===== config.mk =====
export PLATFORM = sky130hd
export DESIGN_NAME = cpu_ctrl_fsm
export DESIGN_NICKNAME = d
export VERILOG_FILES = /design/src/rtl/cpu_ctrl_pkg.sv /design/src/rtl/cpu_ctrl_decode.sv /design/src/rtl/cpu_ctrl_fsm.sv
export SDC_FILE = /design/constraint.sdc
export NUM_CORES = 1
export LEC_CHECK = 0
export BUFFER_PORTS_ARGS = -buffer_cell sky130_fd_sc_hd__buf_2
export CORE_AREA = 2 2 67 44
export DETAILED_ROUTE_END_ITERATION = 6
export DIE_AREA = 0 0 69 46
export PLACE_DENSITY = 0.72
export SLEW_MARGIN = 20
export SYNTH_ARGS = -nofsm -noshare
export SYNTH_HDL_FRONTEND = slang
export SYNTH_HIERARCHICAL = 1
export SYNTH_SLANG_ARGS = --single-unit
export TNS_END_PERCENT = 1

===== constraint.sdc =====
create_clock -name CLK -period 2.32 [get_ports CLK]
set_input_delay 0.58 -clock CLK [delete_from_list [all_inputs] [get_ports CLK]]
set_output_delay 0.58 -clock CLK [all_outputs]
set_load 0.05 [all_outputs]

===== src/rtl/cpu_ctrl_pkg.sv =====
// Shared types and constants for the multicycle CPU control unit:
// FSM state encoding, opcode map, ALU operation codes and the packed
// bundle of registered control strobes.
package cpu_ctrl_pkg;

  localparam int CPU_OPW         = 4;   // opcode width, instr[7:4]
  localparam int CPU_ALUW        = 3;   // alu_op width
  localparam int CPU_MEM_TIMEOUT = 15;  // max wait cycles on mem_ready
  localparam int CPU_TOW         = 4;   // timeout counter width

  typedef enum logic [2:0] {
    FETCH  = 3'd0,
    DECODE = 3'd1,
    EXEC   = 3'd2,
    MEM    = 3'd3,
    WB     = 3'd4,
    HALT   = 3'd5
  } state_e;

  localparam logic [CPU_OPW-1:0] OP_NOP  = 4'h0;
  localparam logic [CPU_OPW-1:0] OP_ADD  = 4'h1;
  localparam logic [CPU_OPW-1:0] OP_SUB  = 4'h2;
  localparam logic [CPU_OPW-1:0] OP_AND  = 4'h3;
  localparam logic [CPU_OPW-1:0] OP_OR   = 4'h4;
  localparam logic [CPU_OPW-1:0] OP_MOV  = 4'h5;
  localparam logic [CPU_OPW-1:0] OP_LD   = 4'h6;
  localparam logic [CPU_OPW-1:0] OP_ST   = 4'h7;
  localparam logic [CPU_OPW-1:0] OP_BEQZ = 4'h8;
  localparam logic [CPU_OPW-1:0] OP_HALT = 4'hF;

  localparam logic [CPU_ALUW-1:0] ALU_ADD  = 3'd0;
  localparam logic [CPU_ALUW-1:0] ALU_SUB  = 3'd1;
  localparam logic [CPU_ALUW-1:0] ALU_AND  = 3'd2;
  localparam logic [CPU_ALUW-1:0] ALU_OR   = 3'd3;
  localparam logic [CPU_ALUW-1:0] ALU_PASS = 3'd4;

  // Every registered control strobe driven towards the datapath.
  typedef struct packed {
    logic                ir_load;
    logic                pc_en;
    logic                pc_sel;
    logic                rs;
    logic                rd;
    logic [CPU_ALUW-1:0] alu_op;
    logic                reg_we;
    logic                wb_sel;
    logic                mem_re;
    logic                mem_we;
  } ctrl_t;

endpackage


===== src/rtl/cpu_ctrl_decode.sv =====
// Purely combinational instruction decoder: maps the IR opcode field to
// the ALU operation and the instruction-class flags the FSM branches on.
module cpu_ctrl_decode
  import cpu_ctrl_pkg::*;
#(
  parameter int OPW  = CPU_OPW,
  parameter int ALUW = CPU_ALUW
) (
  input  logic [OPW-1:0]  opcode,
  output logic [ALUW-1:0] alu_op,
  output logic            is_ld,
  output logic            is_st,
  output logic            is_br,
  output logic            is_halt,
  output logic            illegal
);

  // Opcode to ALU operation and class flags.
  always_comb begin
    // NOTE: every output gets a default before the case so no path leaves
    // a variable unassigned, which would otherwise infer a latch.
    alu_op  = ALU_ADD;
    is_ld   = 1'b0;
    is_st   = 1'b0;
    is_br   = 1'b0;
    is_halt = 1'b0;
    illegal = 1'b0;
    unique case (opcode)
      OP_NOP:  ;
      OP_ADD:  alu_op = ALU_ADD;
      OP_SUB:  alu_op = ALU_SUB;
      OP_AND:  alu_op = ALU_AND;
      OP_OR:   alu_op = ALU_OR;
      OP_MOV:  alu_op = ALU_PASS;
      OP_LD:   is_ld = 1'b1;
      OP_ST:   is_st = 1'b1;
      OP_BEQZ: is_br = 1'b1;
      OP_HALT: is_halt = 1'b1;
      default: illegal = 1'b1;
    endcase
  end

endmodule


===== src/rtl/cpu_ctrl_fsm.sv =====
// Multicycle control unit for the 8-bit accumulator CPU. Sequences each
// instruction through FETCH/DECODE/EXEC/MEM/WB and drives registered
// datapath strobes, decoded from the next state so they line up with the
// cycle the state is entered. Data memory is handshaken via mem_ready
// with a bounded wait.
// Optional build macro: CPU_CTRL_PERF_EN adds saturating cycle_cnt and
// instr_cnt performance counters.
module cpu_ctrl_fsm
  import cpu_ctrl_pkg::*;
#(
  parameter int OPW         = CPU_OPW,
  parameter int ALUW        = CPU_ALUW,
  parameter int MEM_TIMEOUT = CPU_MEM_TIMEOUT
) (
  input  logic            CLK,
  input  logic            RST,
  input  logic [7:0]      instr,
  input  logic            zero,
  input  logic            mem_ready,
  output logic            ir_load,
  output logic            pc_en,
  output logic            pc_sel,
  output logic            rs,
  output logic            rd,
  output logic [ALUW-1:0] alu_op,
  output logic            reg_we,
  output logic            wb_sel,
  output logic            mem_re,
  output logic            mem_we,
  output logic            halted,
  output logic            err
`ifdef CPU_CTRL_PERF_EN
  ,
  output logic [15:0]     cycle_cnt,
  output logic [15:0]     instr_cnt
`endif
);

  localparam logic [CPU_TOW-1:0] TMO_LAST = CPU_TOW'(MEM_TIMEOUT - 1);

  state_e              state_q, state_d;
  logic                started_q, started_d;  // first real fetch issued since reset
  logic [7:0]          ir_q, ir_d;
  logic [CPU_TOW-1:0]  tmo_q, tmo_d;
  ctrl_t               ctrl_q, ctrl_d;
  logic                halted_q, halted_d;
  logic                err_q, err_d;

  logic [OPW-1:0]      opcode;
  logic [ALUW-1:0]     dec_alu_op;
  logic                dec_ld, dec_st, dec_br, dec_halt, dec_illegal;
  logic                unused_ir_bits;

  // The branch offset bits are consumed by the datapath, not here.
  assign unused_ir_bits = ^ir_q[1:0];
  assign opcode         = ir_q[7 -: OPW];

  cpu_ctrl_decode #(
    .OPW  (OPW),
    .ALUW (ALUW)
  ) u_decode (
    .opcode  (opcode),
    .alu_op  (dec_alu_op),
    .is_ld   (dec_ld),
    .is_st   (dec_st),
    .is_br   (dec_br),
    .is_halt (dec_halt),
    .illegal (dec_illegal)
  );

  // State, IR, timeout counter and output registers.
  always_ff @(posedge CLK) begin
    // NOTE: sequential state is only ever assigned with <= so every flop
    // samples the values from before this edge regardless of order.
    if (RST) begin
      state_q   <= FETCH;
      started_q <= 1'b0;
      ir_q      <= '0;
      tmo_q     <= '0;
      ctrl_q    <= '0;
      halted_q  <= 1'b0;
      err_q     <= 1'b0;
    end else begin
      state_q   <= state_d;
      started_q <= started_d;
      ir_q      <= ir_d;
      tmo_q     <= tmo_d;
      ctrl_q    <= ctrl_d;
      halted_q  <= halted_d;
      err_q     <= err_d;
    end
  end

  // Next-state, IR capture, memory wait counting and sticky flags.
  always_comb begin
    state_d   = state_q;
    started_d = started_q;
    ir_d      = ir_q;
    tmo_d     = tmo_q;
    err_d     = err_q;
    unique case (state_q)
      FETCH: begin
        // The reset cycle sits in FETCH with no strobes; the real fetch
        // happens in the following cycle.
        started_d = 1'b1;
        if (started_q) begin
          ir_d    = instr;
          state_d = DECODE;
        end
      end
      DECODE: begin
        if (dec_halt) begin
          state_d = HALT;
        end else if (dec_illegal) begin
          err_d   = 1'b1;
          state_d = FETCH;
        end else if (opcode == OP_NOP) begin
          state_d = FETCH;
        end else begin
          state_d = EXEC;
        end
      end
      EXEC: begin
        tmo_d = '0;
        if (dec_ld || dec_st) state_d = MEM;
        else if (dec_br)      state_d = FETCH;
        else                  state_d = WB;
      end
      MEM: begin
        // Completion is checked first so it wins over a coincident timeout.
        if (mem_ready) begin
          tmo_d   = '0;
          state_d = dec_ld ? WB : FETCH;
        end else if (tmo_q == TMO_LAST) begin
          tmo_d   = '0;
          err_d   = 1'b1;
          state_d = FETCH;
        end else begin
          tmo_d = tmo_q + CPU_TOW'(1);
        end
      end
      WB:      state_d = FETCH;
      HALT:    state_d = HALT;
      default: state_d = FETCH;
    endcase
    halted_d = halted_q | (state_d == HALT);
  end

  // Strobes for the state about to be entered.
  always_comb begin
    ctrl_d = '0;
    unique case (state_d)
      FETCH: begin
        ctrl_d.ir_load = 1'b1;
        ctrl_d.pc_en   = 1'b1;
      end
      DECODE: begin
        ctrl_d.rs = ir_d[2];
        ctrl_d.rd = ir_d[3];
      end
      EXEC: begin
        ctrl_d.rs     = ir_d[2];
        ctrl_d.rd     = ir_d[3];
        ctrl_d.alu_op = dec_alu_op;
        if (dec_br && zero) begin
          ctrl_d.pc_en  = 1'b1;
          ctrl_d.pc_sel = 1'b1;
        end
      end
      MEM: begin
        ctrl_d.rs     = ir_d[2];
        ctrl_d.rd     = ir_d[3];
        ctrl_d.mem_re = dec_ld;
        ctrl_d.mem_we = dec_st;
      end
      WB: begin
        ctrl_d.rs     = ir_d[2];
        ctrl_d.rd     = ir_d[3];
        ctrl_d.reg_we = 1'b1;
        ctrl_d.wb_sel = dec_ld;
      end
      HALT:    ctrl_d = '0;
      default: ctrl_d = '0;
    endcase
  end

  assign ir_load = ctrl_q.ir_load;
  assign pc_en   = ctrl_q.pc_en;
  assign pc_sel  = ctrl_q.pc_sel;
  assign rs      = ctrl_q.rs;
  assign rd      = ctrl_q.rd;
  assign alu_op  = ctrl_q.alu_op;
  assign reg_we  = ctrl_q.reg_we;
  assign wb_sel  = ctrl_q.wb_sel;
  assign mem_re  = ctrl_q.mem_re;
  assign mem_we  = ctrl_q.mem_we;
  assign halted  = halted_q;
  assign err     = err_q;

`ifdef CPU_CTRL_PERF_EN
  logic [15:0] cycle_cnt_q, cycle_cnt_d;
  logic [15:0] instr_cnt_q, instr_cnt_d;

  // Saturating counts of running cycles and completed instructions.
  always_comb begin
    cycle_cnt_d = cycle_cnt_q;
    instr_cnt_d = instr_cnt_q;
    if (state_q != HALT && cycle_cnt_q != 16'hFFFF)
      cycle_cnt_d = cycle_cnt_q + 16'd1;
    if (state_d == FETCH && state_q != FETCH && instr_cnt_q != 16'hFFFF)
      instr_cnt_d = instr_cnt_q + 16'd1;
  end

  // Performance counter registers.
  always_ff @(posedge CLK) begin
    if (RST) begin
      cycle_cnt_q <= '0;
      instr_cnt_q <= '0;
    end else begin
      cycle_cnt_q <= cycle_cnt_d;
      instr_cnt_q <= instr_cnt_d;
    end
  end

  assign cycle_cnt = cycle_cnt_q;
  assign instr_cnt = instr_cnt_q;
`endif

endmodule


==> results.py <==
metrics = {
    "worst_setup_path": {
        "worstPathMaxFanout": 10,
        "reg2reg_depth": 6,
        "start_kind": "flip-flop",
        "worst_ep_arrival_time_ps": 2310,
        "setup_slack_of_the_worst_register_to_register_path_ps": 180,
        "crit-reg2reg-launch": "ir_q[5]$_SDFFE_PP0P_",
        "endpoint_kind": "flip-flop",
        "crit_type": "reg2reg",
        "critPathRequiredTime_ps": 2490,
        "timing.rr.end": "rd$_SDFF_PP0_",
    },
    "die": {
        "core_region_area_um2": 2630,
        "fp.dieH_um": 46,
        "rows": 15,
        "start_util_pct": 48.7,
        "io_pins": 26,
        "dieWidth_um": 69,
        "fp.dieArea_um2": 3170,
    },
    "yosys": {
        "synth.lib_cells_used.distinct": 45,
        "synth_seq_area_share_pct": 43.8,
        "number_of_enable_type_register_cells_in_the_synthesized_netlist": 0,
        "synthSimpleGateAreaFrac_pct": 32.8,
        "cell_types_occupying_the_most_area_after_synthesis": "sky130_fd_sc_hd__dfxtp_1, sky130_fd_sc_hd__nor2_1, sky130_fd_sc_hd__nand2_1",
        "yosys.area.top_type_share_pct": 43.8,
        "synth-async-reset-ratio_pct": 0,
        "postSynthRegisterBits": 28,
        "synth.cell_area_um2": 1280,
        "synth_warnings": 6,
        "postSynth.topFlopCell": "sky130_fd_sc_hd__dfxtp_1",
        "synth.top_cells.by_count": "sky130_fd_sc_hd__dfxtp_1, sky130_fd_sc_hd__nor2_1, sky130_fd_sc_hd__nand2_1, sky130_fd_sc_hd__a21oi_1, sky130_fd_sc_hd__nor4_1",
        "synth_fp_nets": 153,
        "netlist.top_cell.by_area": "sky130_fd_sc_hd__dfxtp_1",
        "cells_after_synth": 139,
        "post_synth_mux_area_share_pct": 1.57,
        "synth_top_family_by_area": "simple AND/OR/NAND/NOR gates",
        "syn-mean-instance-area_um2": 9.20,
        "post_synth_xor_area_fraction_pct": 0.685,
        "post-synth-top-count-cell": "sky130_fd_sc_hd__dfxtp_1",
        "synth-compound-area-share_pct": 14.9,
        "yosys.area_share.adder_pct": 1.96,
    },
    "sta": {
        "final-setup-viol-count": 0,
        "report.final.hold_viol_count": 0,
        "post-route-period-util_pct": 92.3,
        "fmaxAchievable_mhz": 467,
        "worst_pin_slew_ps": 553,
        "final_number_of_max_transition_violations": 0,
        "grt_setup_unrepaired": "false",
        "tns_ps": 0,
        "smallest_setup_slack_after_layout_ps": 179,
        "final.min_clock_period_ps": 2140,
        "finClkSkew_ps": 2.45,
        "max_slew_margin_pct": 62.8,
    },
    "routing": {
        "detailedRoute.firstIterationViolations": 65,
        "wire_per_inst_um": 13.5,
        "drt_pre_antenna_iters": 4,
        "via_per_inst": 5.47,
        "drt_drc_violations_left": 0,
        "postRouteWirelength_um": 2660,
        "detailroute.via_count": 1078,
        "antenna_left": 0,
    },
    "cells_and_area": {
        "finalNetCount": 178,
        "nFillCells": 255,
        "layout-drive-gt1-share_pct": 24.5,
        "area_overhead_of_the_layout_relative_to_synthesis_pct": 15.3,
        "layout.cells.non_filler": 197,
        "diodes": 0,
    },
    "global_routing": {
        "first_global_vias": 1005,
        "grt_max_degree": 24,
        "antenna_violations_before_repair": 0,
        "gr-total-overflow": 0,
        "grt_pass1_wl_um": 4460,
        "globalRouteTotalUtil_pct": 18.0,
    },
    "clock_tree": {
        "cts.root.buffer_cell": "sky130_fd_sc_hd__clkbuf_8",
        "worst_skew_pair.late_latency_ps": 270,
        "cts-resized-gates": 0,
        "max-clock-path-buffers": 2,
        "cts_inserted_buffers": 3,
        "clk_pin_slew_ps": 90,
        "cts_sinks": 28,
        "post_cts.repair.setup_buffers": 0,
        "holdBufCountCts": 0,
        "clock_tree.htree_level_count": 1,
        "cts_tree": "built",
    },
    "power_and_ir_drop": {
        "cellLeakagePower_nw": 0.607,
        "powerDensity_nw_per_um2": 657,
        "fin_total_pwr_mw": 0.968,
        "vdd_drop_max_v": 0.000363,
    },
    "worst_hold_path": {
        "holdCritStartpoint": "err$_SDFFE_PP0P_",
        "timing.hold.worst.class": "reg2reg",
        "timing.hold.worst_endpoint": "err$_SDFFE_PP0P_",
        "hold_critical_path_depth": 2,
    },
    "placed_design": {
        "place.port_buffers": 23,
        "place_congestion": 0.833,
        "placement.setup.worst_slack_ps": 204,
        "placed_cells": 193,
        "dp_hpwl_um": 1870,
    },
    "flow_run": {
        "maxCapViolations": 0,
    },
    "outcome": {
        "status": "finished, final reports clean",
    },
}
through the flow:
stage | hold slack (ps) | instance area, um^2 | utilization (%)
3_3_place_gp | 452 | 1420 | 54.0
2_1_floorplan | 448 | 1280 | -
4_1_cts | 491 | 1470 | 56.1
6_report | 482 | 1470 | 56.1
3_5_place_dp | 461 | 1420 | 54.0
5_1_grt | 526 | 1470 | 56.1
worst max path at each step:
stage / start / end / depth (start not counted)
after global routing: ir_q[5]$_SDFFE_PP0P_ / rd$_SDFF_PP0_ / 6
after floorplan: ir_q[5]$_SDFFE_PP0P_ / mem_re$_SDFF_PP0_ / 6
after CTS: ir_q[5]$_SDFFE_PP0P_ / rd$_SDFF_PP0_ / 6
final: ir_q[5]$_SDFFE_PP0P_ / rd$_SDFF_PP0_ / 6
after detailed placement: ir_q[5]$_SDFFE_PP0P_ / rd$_SDFF_PP0_ / 6
after global placement: ir_q[5]$_SDFFE_PP0P_ / rs$_SDFF_PP0_ / 6
where the power goes:
group          internal [mW]  switching [mW]  leakage, nW  total [mW]
combinational         0.0588          0.0912        0.351       0.150
sequential             0.501          0.0228        0.228       0.524
clock                  0.152           0.143       0.0288       0.295
critical path: stages, from the launching register on:
cell                      delay (ps)
sky130_fd_sc_hd__dfxtp_1         410
sky130_fd_sc_hd__or3_1           380
sky130_fd_sc_hd__and3_1          200
sky130_fd_sc_hd__nor4_1          530
sky130_fd_sc_hd__nor4_1          150
sky130_fd_sc_hd__buf_4           170
sky130_fd_sc_hd__nor4_1          190
state kept, by name (all words and copies together), names as in the netlist:
register and flops:
alu_op 3, err 1, halted 1, ir_load 1
ir_q 6, mem_re 1, mem_we 1, pc_en 1
pc_sel 1, rd 1, reg_we 1, rs 1
started_q 1, state_q 3, tmo_q 4, wb_sel 1
layout make-up:
cell class                 instances  area [um^2]  area share, %
tap                               34         42.5           2.89
clock buffer                       4         55.1           3.74
multi-input combinational        101          663           45.0
inverter                           4         15.0           1.02
sequential                        28          561           38.0
timing repair buffer              26          138           9.34
logic make-up after synthesis:
group | after synthesis
adder cells (fa/ha/maj) | 2
buffers and inverters | 10
AO/OA/AOI/OAI | 25
multiplexers | 2
flip-flops | 28
AND/OR/NAND/NOR | 71
XOR/XNOR | 1
cells in the final DEF (no fill, tap or decap), types with 2 or more instances in the layout:
master / count
sky130_fd_sc_hd__clkbuf_8: 4
sky130_fd_sc_hd__buf_4: 3
sky130_fd_sc_hd__nand2_1: 12
sky130_fd_sc_hd__and3_1: 6
sky130_fd_sc_hd__ha_1: 2
sky130_fd_sc_hd__o21ai_0: 2
sky130_fd_sc_hd__inv_1: 4
sky130_fd_sc_hd__a311oi_1: 2
sky130_fd_sc_hd__nor4_1: 7
sky130_fd_sc_hd__mux2i_1: 2
sky130_fd_sc_hd__dfxtp_1: 28
sky130_fd_sc_hd__and2_1: 3
sky130_fd_sc_hd__a21oi_1: 8
sky130_fd_sc_hd__buf_2: 23
sky130_fd_sc_hd__nand2b_1: 6
sky130_fd_sc_hd__o32ai_1: 2
sky130_fd_sc_hd__nor3_1: 4
sky130_fd_sc_hd__nand3_1: 4
sky130_fd_sc_hd__nor3b_1: 2
sky130_fd_sc_hd__nor2_1: 14
sky130_fd_sc_hd__o31ai_1: 2
layer usage:
metal	wire length, um	share of wire [%]	vias to the layer above	global-route usage [%]
met5	0	0	-	0
met4	20	0.75	0	5.49
met3	168	6.3	4	6.42
met2	1160	44	31	29.8
met1	1310	49	485	22.7
li1	-	-	558	-
No activity file was read; power rests on OpenSTA's default activity.
